<file path="src/rtl/mvau_seq_ctrl.sv">
// Input-reuse sequencer for the MVAU datapath: buffers one SF-word vector and replays it NF times.
// Optional performance counters are enabled by defining MVAU_SEQ_PERF_EN.
module mvau_seq_ctrl #(
  parameter int SF           = 4,
  parameter int NF           = 2,
  parameter int TI           = 8,
  parameter int WMEM_ADDR_BW = 3
) (
  input  logic                    clk,
  input  logic                    rst_n,
  input  logic [TI-1:0]           in,
  input  logic                    in_v,
  output logic                    in_rdy,
  output logic [TI-1:0]           out_act,
  output logic                    out_v,
  input  logic                    out_rdy,
  output logic [WMEM_ADDR_BW-1:0] wmem_addr,
  output logic                    out_last,
`ifdef MVAU_SEQ_PERF_EN
  output logic [31:0]             perf_stall_cnt,
  output logic [31:0]             perf_vec_cnt,
`endif
  output logic                    vec_done
);

  localparam int SF_W = (SF > 1) ? $clog2(SF) : 1;
  localparam int NF_W = (NF > 1) ? $clog2(NF) : 1;
  localparam logic [SF_W-1:0]         SF_LAST   = SF_W'(SF - 1);
  localparam logic [NF_W-1:0]         NF_LAST   = NF_W'(NF - 1);
  localparam logic [WMEM_ADDR_BW-1:0] LAST_ADDR = WMEM_ADDR_BW'(SF * NF - 1);

  localparam logic [0:0] FILL   = 1'b0;
  localparam logic [0:0] REPLAY = 1'b1;

  logic [0:0]              state_r;
  logic [SF_W-1:0]         sf_cnt_r;
  logic [NF_W-1:0]         nf_cnt_r;
  logic [TI-1:0]           buf_r [SF];
  logic                    adv_s;
  logic                    in_xfer_s;
  logic                    sf_last_s;
  logic                    nf_last_s;
  logic [WMEM_ADDR_BW-1:0] addr_s;

  // Handshake and address decode; nf_cnt is zero in FILL so one formula serves both states.
  always_comb begin
    adv_s     = !out_v || out_rdy;
    in_rdy    = (state_r == FILL) && adv_s;
    in_xfer_s = in_v && in_rdy;
    sf_last_s = (sf_cnt_r == SF_LAST);
    nf_last_s = (nf_cnt_r == NF_LAST);
    addr_s    = WMEM_ADDR_BW'(nf_cnt_r) * WMEM_ADDR_BW'(SF) + WMEM_ADDR_BW'(sf_cnt_r);
  end

  // Vector buffer, written only while filling; contents are don't-care after reset.
  always_ff @(posedge clk) begin
    if (in_xfer_s) begin
      buf_r[sf_cnt_r] <= in;
    end else begin
      buf_r[sf_cnt_r] <= buf_r[sf_cnt_r];
    end
  end

  // Sequencer state, counters and registered output stage.
  always_ff @(posedge clk) begin
    if (!rst_n) begin
      state_r   <= FILL;
      sf_cnt_r  <= '0;
      nf_cnt_r  <= '0;
      out_act   <= '0;
      out_v     <= 1'b0;
      wmem_addr <= '0;
      out_last  <= 1'b0;
      vec_done  <= 1'b0;
    end else begin
      vec_done <= out_v && out_rdy && (wmem_addr == LAST_ADDR);
      if (adv_s) begin
        case (state_r)
          FILL: begin
            if (in_xfer_s) begin
              out_act   <= in;
              out_v     <= 1'b1;
              wmem_addr <= addr_s;
              out_last  <= sf_last_s;
              if (sf_last_s) begin
                sf_cnt_r <= '0;
                if (NF == 1) begin
                  state_r <= FILL;
                end else begin
                  nf_cnt_r <= NF_W'(1);
                  state_r  <= REPLAY;
                end
              end else begin
                sf_cnt_r <= sf_cnt_r + SF_W'(1);
              end
            end else begin
              out_v <= 1'b0;
            end
          end
          REPLAY: begin
            out_act   <= buf_r[sf_cnt_r];
            out_v     <= 1'b1;
            wmem_addr <= addr_s;
            out_last  <= sf_last_s;
            if (sf_last_s) begin
              sf_cnt_r <= '0;
              if (nf_last_s) begin
                nf_cnt_r <= '0;
                state_r  <= FILL;
              end else begin
                nf_cnt_r <= nf_cnt_r + NF_W'(1);
              end
            end else begin
              sf_cnt_r <= sf_cnt_r + SF_W'(1);
            end
          end
          default: begin
            state_r  <= FILL;
            sf_cnt_r <= '0;
            nf_cnt_r <= '0;
            out_v    <= 1'b0;
          end
        endcase
      end else begin
        out_v <= out_v;
      end
    end
  end

`ifdef MVAU_SEQ_PERF_EN
  // Saturating stall-cycle and completed-vector counters.
  always_ff @(posedge clk) begin
    if (!rst_n) begin
      perf_stall_cnt <= 32'd0;
      perf_vec_cnt   <= 32'd0;
    end else begin
      if (out_v && !out_rdy && (perf_stall_cnt != 32'hFFFF_FFFF)) begin
        perf_stall_cnt <= perf_stall_cnt + 32'd1;
      end else begin
        perf_stall_cnt <= perf_stall_cnt;
      end
      if (vec_done && (perf_vec_cnt != 32'hFFFF_FFFF)) begin
        perf_vec_cnt <= perf_vec_cnt + 32'd1;
      end else begin
        perf_vec_cnt <= perf_vec_cnt;
      end
    end
  end
`endif

endmodule

</file>
<file path="config.mk">
export PLATFORM = sky130hd
export DESIGN_NAME = mvau_seq_ctrl
export DESIGN_NICKNAME = d
export VERILOG_FILES = /design/src/rtl/mvau_seq_ctrl.sv
export SDC_FILE = /design/constraint.sdc
export NUM_CORES = 1
export LEC_CHECK = 0
export BUFFER_PORTS_ARGS = -buffer_cell sky130_fd_sc_hd__clkbuf_2
export CAP_MARGIN = 20
export CORE_MARGIN = 10
export CORE_UTILIZATION = 40
export DETAILED_ROUTE_END_ITERATION = 8
export MAX_ROUTING_LAYER = met4
export PLACE_DENSITY = 0.67
export REMOVE_ABC_BUFFERS = 1
export SLEW_MARGIN = 20
export SYNTH_ARGS = -nofsm -noshare
export SYNTH_HDL_FRONTEND = slang
export SYNTH_SLANG_ARGS = --single-unit
</file>
<file path="constraint.sdc">
create_clock -name clk -period 2.05 [get_ports clk]
set_clock_uncertainty 0.1 [all_clocks]
set_input_delay 0.205 -clock clk [delete_from_list [all_inputs] [get_ports clk]]
set_output_delay 0.205 -clock clk [all_outputs]
set_load 0.005 [all_outputs]
</file>
-- Word-level counts from Yosys, hierarchy flattened
Memory sizes are Yosys's and may differ from the RTL's. A register that Yosys moved wholly into a read port is not among the register bits.
Index checks and enable logic that the tools add are counted.
- bits in registers: 18
- memory bits (writable): 32
- input port bits: 12
- output and inout bits: 15
- logic and storage cells: 53
- memories: 1
- add/sub/neg operators: 3
- equality and inequality tests: 5
- mux-type cells: 26
- bitwise logic cells: 2
- reduce and logical (&&, ||, !) cells: 8
- memories (memory ; words ; bits a word ; rd ports ; clocked after Yosys merged registers in ; wr ports ; line ; RTL):
    buf_r ; 4 ; 8 ; 1 ; 1 ; 1 ; 38 ; logic [TI-1:0] buf_r [SF];
- operators with widths (operator ; number):
    $mux 8 ; 2
    $pmux 8 s2 ; 1
    $mux 1 ; 12
    $mux 2 ; 4
    $pmux 1 s2 ; 4
    $pmux 3 s2 ; 1
    $logic_and 1x1->1 ; 4
    $ne 2x2->1 const B ; 2
    $pmux 2 s2 ; 1
    $reduce_and 4->1 ; 1
    $add 3x2->3 ; 1
    $eq 3x3->1 const B ; 1
    $mux 3 ; 1
    $add 2x1->2 const B ; 1
    $eq 2x2->1 const B ; 1
    $ne 2x1->1 const B ; 1
    $reduce_and 2->1 ; 1
    $add 1x1->1 const B ; 1
    $logic_not 1->1 ; 1
    $logic_or 1x1->1 ; 1
    $not 1->1 ; 1
    $or 1x1->1 ; 1

-- Logic depth before layout (Yosys ltp)
- word-level depth: 8
- gate-level depth with buffers: 5

-- Worst setup path after synthesis
OpenSTA, ideal clock, no wires.
- kind: register to register
- start point: register (tool-made name)
- end point: memory buf_r[0][0], data pin
- setup time: 0.264 ns
- arrival: 1.230 ns
- data required time: 1.686 ns
- setup slack: 0.456 ns
- stages on the path, launching flop included: 4
- buffers on the path: 1
- clock period less this slack: 1.594 ns
- cells stage by stage: dfxtp_1 buf_6 mux4_2 mux2_4
- RTL lines (what ; line):
    to (decl) ; 38

==> reports/qor.csv <==
metric,value,unit
status,"finished, final reports clean",
cp-start-kind,flop,
drtIter0Drc,49,
cpPeakStageDelay,0.53,ns
max-slew-margin-rel,58.2,%
dieHeight,93.7,um
grt_pass1_wl,7.58,mm
dr_total_vias,1313,
cp_slowest_cell,mux4_2,
fmax,593,MHz
post_cts_buffers,0,
setup_violations,0,
cts_tree,done,
fin_crit_sh,82.3,%
wire_per_inst,18.7,um
synth_top_area_share,44.2,%
use_met3,2.48,%
synth_async_sr_flop_share,0,%
ys_ff_latch,52,
required,2.00,ns
track_usage,11.5,%
p_leak,0.925,nW
internal_power,2.01,mW
clockBufferDepth,2,
yosysSeqAreaShare,62.6,%
gp_congestion,0.816,
p_sw,0.526,mW
synth-main-ff-cell,edfxtp_1,
die_x,93.7,um
fin_crit,1.69,ns
timing.rr.end,buf_r[0][1],
tns,0,ns
path_clk_slew,0.09,ns
sw_frac_of_total,20.7,%
dieArea,8780,um2
hpwl,3.27,mm
io_buffers,26,
rsz0062_at_grt,no,
crit_chain,"buf_4, mux4_2, mux2_4",
clockPowerShare,37.1,%
worst-r2r-setup-slack,0.36,ns
io_pins,27,
worstSetupEndpointType,flop,
p_per_area,997,nW/um2
cp-endpoint,buf_r[0][1],
tightest_slew,0.624,ns
synth_edf_count,32,
clockRootBuffer,clkbuf_8,
ys_warn_count,0,
yosysMostFrequentCell,edfxtp_1,
synth.avg_cell_area,15.0,um2
grt_max_degree,17,
synth.largest_area_cell,edfxtp_1,
use_met2,20.3,%
fillers,427,
worstHoldPathType,in -> reg,
ant_nets,0,
viasPerCell,5.32,
grt-busiest-layer,met2,
synthTopCellsByArea,"edfxtp_1 (44%), dfxtp_1 (18%), mux4_2 (8.3%)",
cts_buffers,5,
antenna_found_initial,0,
gr-total-overflow,0,
cp_num_cells,3,
cp_max_fo,5,
power,2.53,mW
synthTopCellsByCount,"edfxtp_1 (32), dfxtp_1 (20), a21oi_1 (18)",
netlist_area,2170,um2
clkLatencyLatePin,0.30,ns
seqPwrFrac,50.2,%
num_rows,26,
irDropWorstVdd,344,uV
drv_cap,0,
ys_types,27,
critical_path.top_delay_family,multiplexers,
core,5170,um2
drt-total-wl,4.63,mm
use_met1,12.0,%
grt_pass1_vias,1442,
utilization,49.1,%
power_frac_comb,12.8,%
crit_type,reg -> reg,
h-tree-depth,2,
reg2regPathDepth,3,
drt-pass1-iter-count,4,
syn_inst,145,
hold_buffers,0,
drc,0,
cts_resized,0,
whs,0.0531,ns
drv_slew,0,
arrival,1.64,ns
nNetsFinal,192,
hold_violations,0,
cts.sinks,52,
syn_to_final_growth,16.9,%
drive_above_1_share,33.9,%
initial_utilization,42.0,%
antennaDiodeCount,0,
crit_buf_inv,1,
==> logic make-up after synthesis <==
group           count (synthesis)  synth area share (%)
compound gates                 33                  8.75
flops                          52                  62.6
mux                            24                  17.5
fa+ha+maj                       4                  2.30
simple gates                   19                  5.47
buf+inv                        13                  3.34
==> per-layer routing <==
metal  up-vias  part of all wire (%)
met3         6                   2.9
met2        22                    55
li1        618                     -
met5         -                     0
met4         0                   1.6
met1       667                    40
==> power groups by stage <==
stage                     clock network (mW)  registers, mW  logic [mW]
after floorplan                            0           1.29       0.218
after global placement                     0           1.29       0.308
after detailed placement                   0           1.30       0.327
after CTS                              0.952           1.27       0.330
after global routing                    1.00           1.28       0.354
final                                  0.939           1.27       0.323
==> how the worst min path moves through the flow <==
stage,start,end,slack (ns),depth (start not counted)
floorplan,in_v,out_v,0.23,2
global placement,wmem_addr[2],vec_done,0.34,2
detailed placement,wmem_addr[2],vec_done,0.36,2
CTS,rst_n,vec_done,0.05,3
global route,rst_n,vec_done,0.08,3
finish,rst_n,vec_done,0.05,3
==> layout make-up <==
| cell class | count | area, um2 | area share [%] |
|---|---|---|---|
| Multi-Input combinational cell | 80 | 739 | 29.1 |
| Inverter | 5 | 18.8 | 0.739 |
| Tap cell | 70 | 87.6 | 3.45 |
| Timing Repair Buffer | 32 | 175 | 6.89 |
| Sequential cell | 52 | 1360 | 53.6 |
| Clock inverter | 3 | 90.1 | 3.55 |
| Clock buffer | 5 | 68.8 | 2.71 |
==> worst register-to-register path: cells and delay by family (launching register included) <==
kind / cells / cell delay, ns
flip-flops: 1 / 0.34
buffers and inverters: 1 / 0.17
multiplexers: 2 / 0.82
==> flip-flops by register name, summed over array words and instances, names as in the netlist, named ones only <==
signal     count
buf_r         32
nf_cnt_r       1
out_act        8
out_last       1
out_v          1
sf_cnt_r       2
state_r        1
vec_done       1
wmem_addr      3
==> placed cells by master, fill, tap and decap left out <==
cell type / n
nand3_4: 1
dfxtp_1: 20
buf_4: 6
nand2_1: 1
nor3_1: 1
clkinv_1: 1
a41o_1: 1
edfxtp_1: 32
clkbuf_2: 26
or2_2: 1
nor2b_4: 1
nand2b_1: 1
nor2_1: 5
a21oi_1: 18
bufinv_16: 3
ha_1: 4
mux4_2: 8
nand3_1: 6
or4_4: 1
mux2i_1: 8
o21ai_0: 6
inv_1: 4
a211oi_1: 8
nand4_1: 1
clkbuf_8: 5
mux2_4: 8
==> through the flow <==
step / instance area, um2 / setup slack, ns / std cells
after floorplan: 2120 / 0.280 / 137
after global placement: 2380 / 0.397 / 239
after detailed placement: 2380 / 0.366 / 239
after CTS: 2540 / 0.347 / 247
after global routing: 2540 / 0.292 / 247
final: 2540 / 0.363 / 247
No activity file was read; power rests on OpenSTA's default activity.
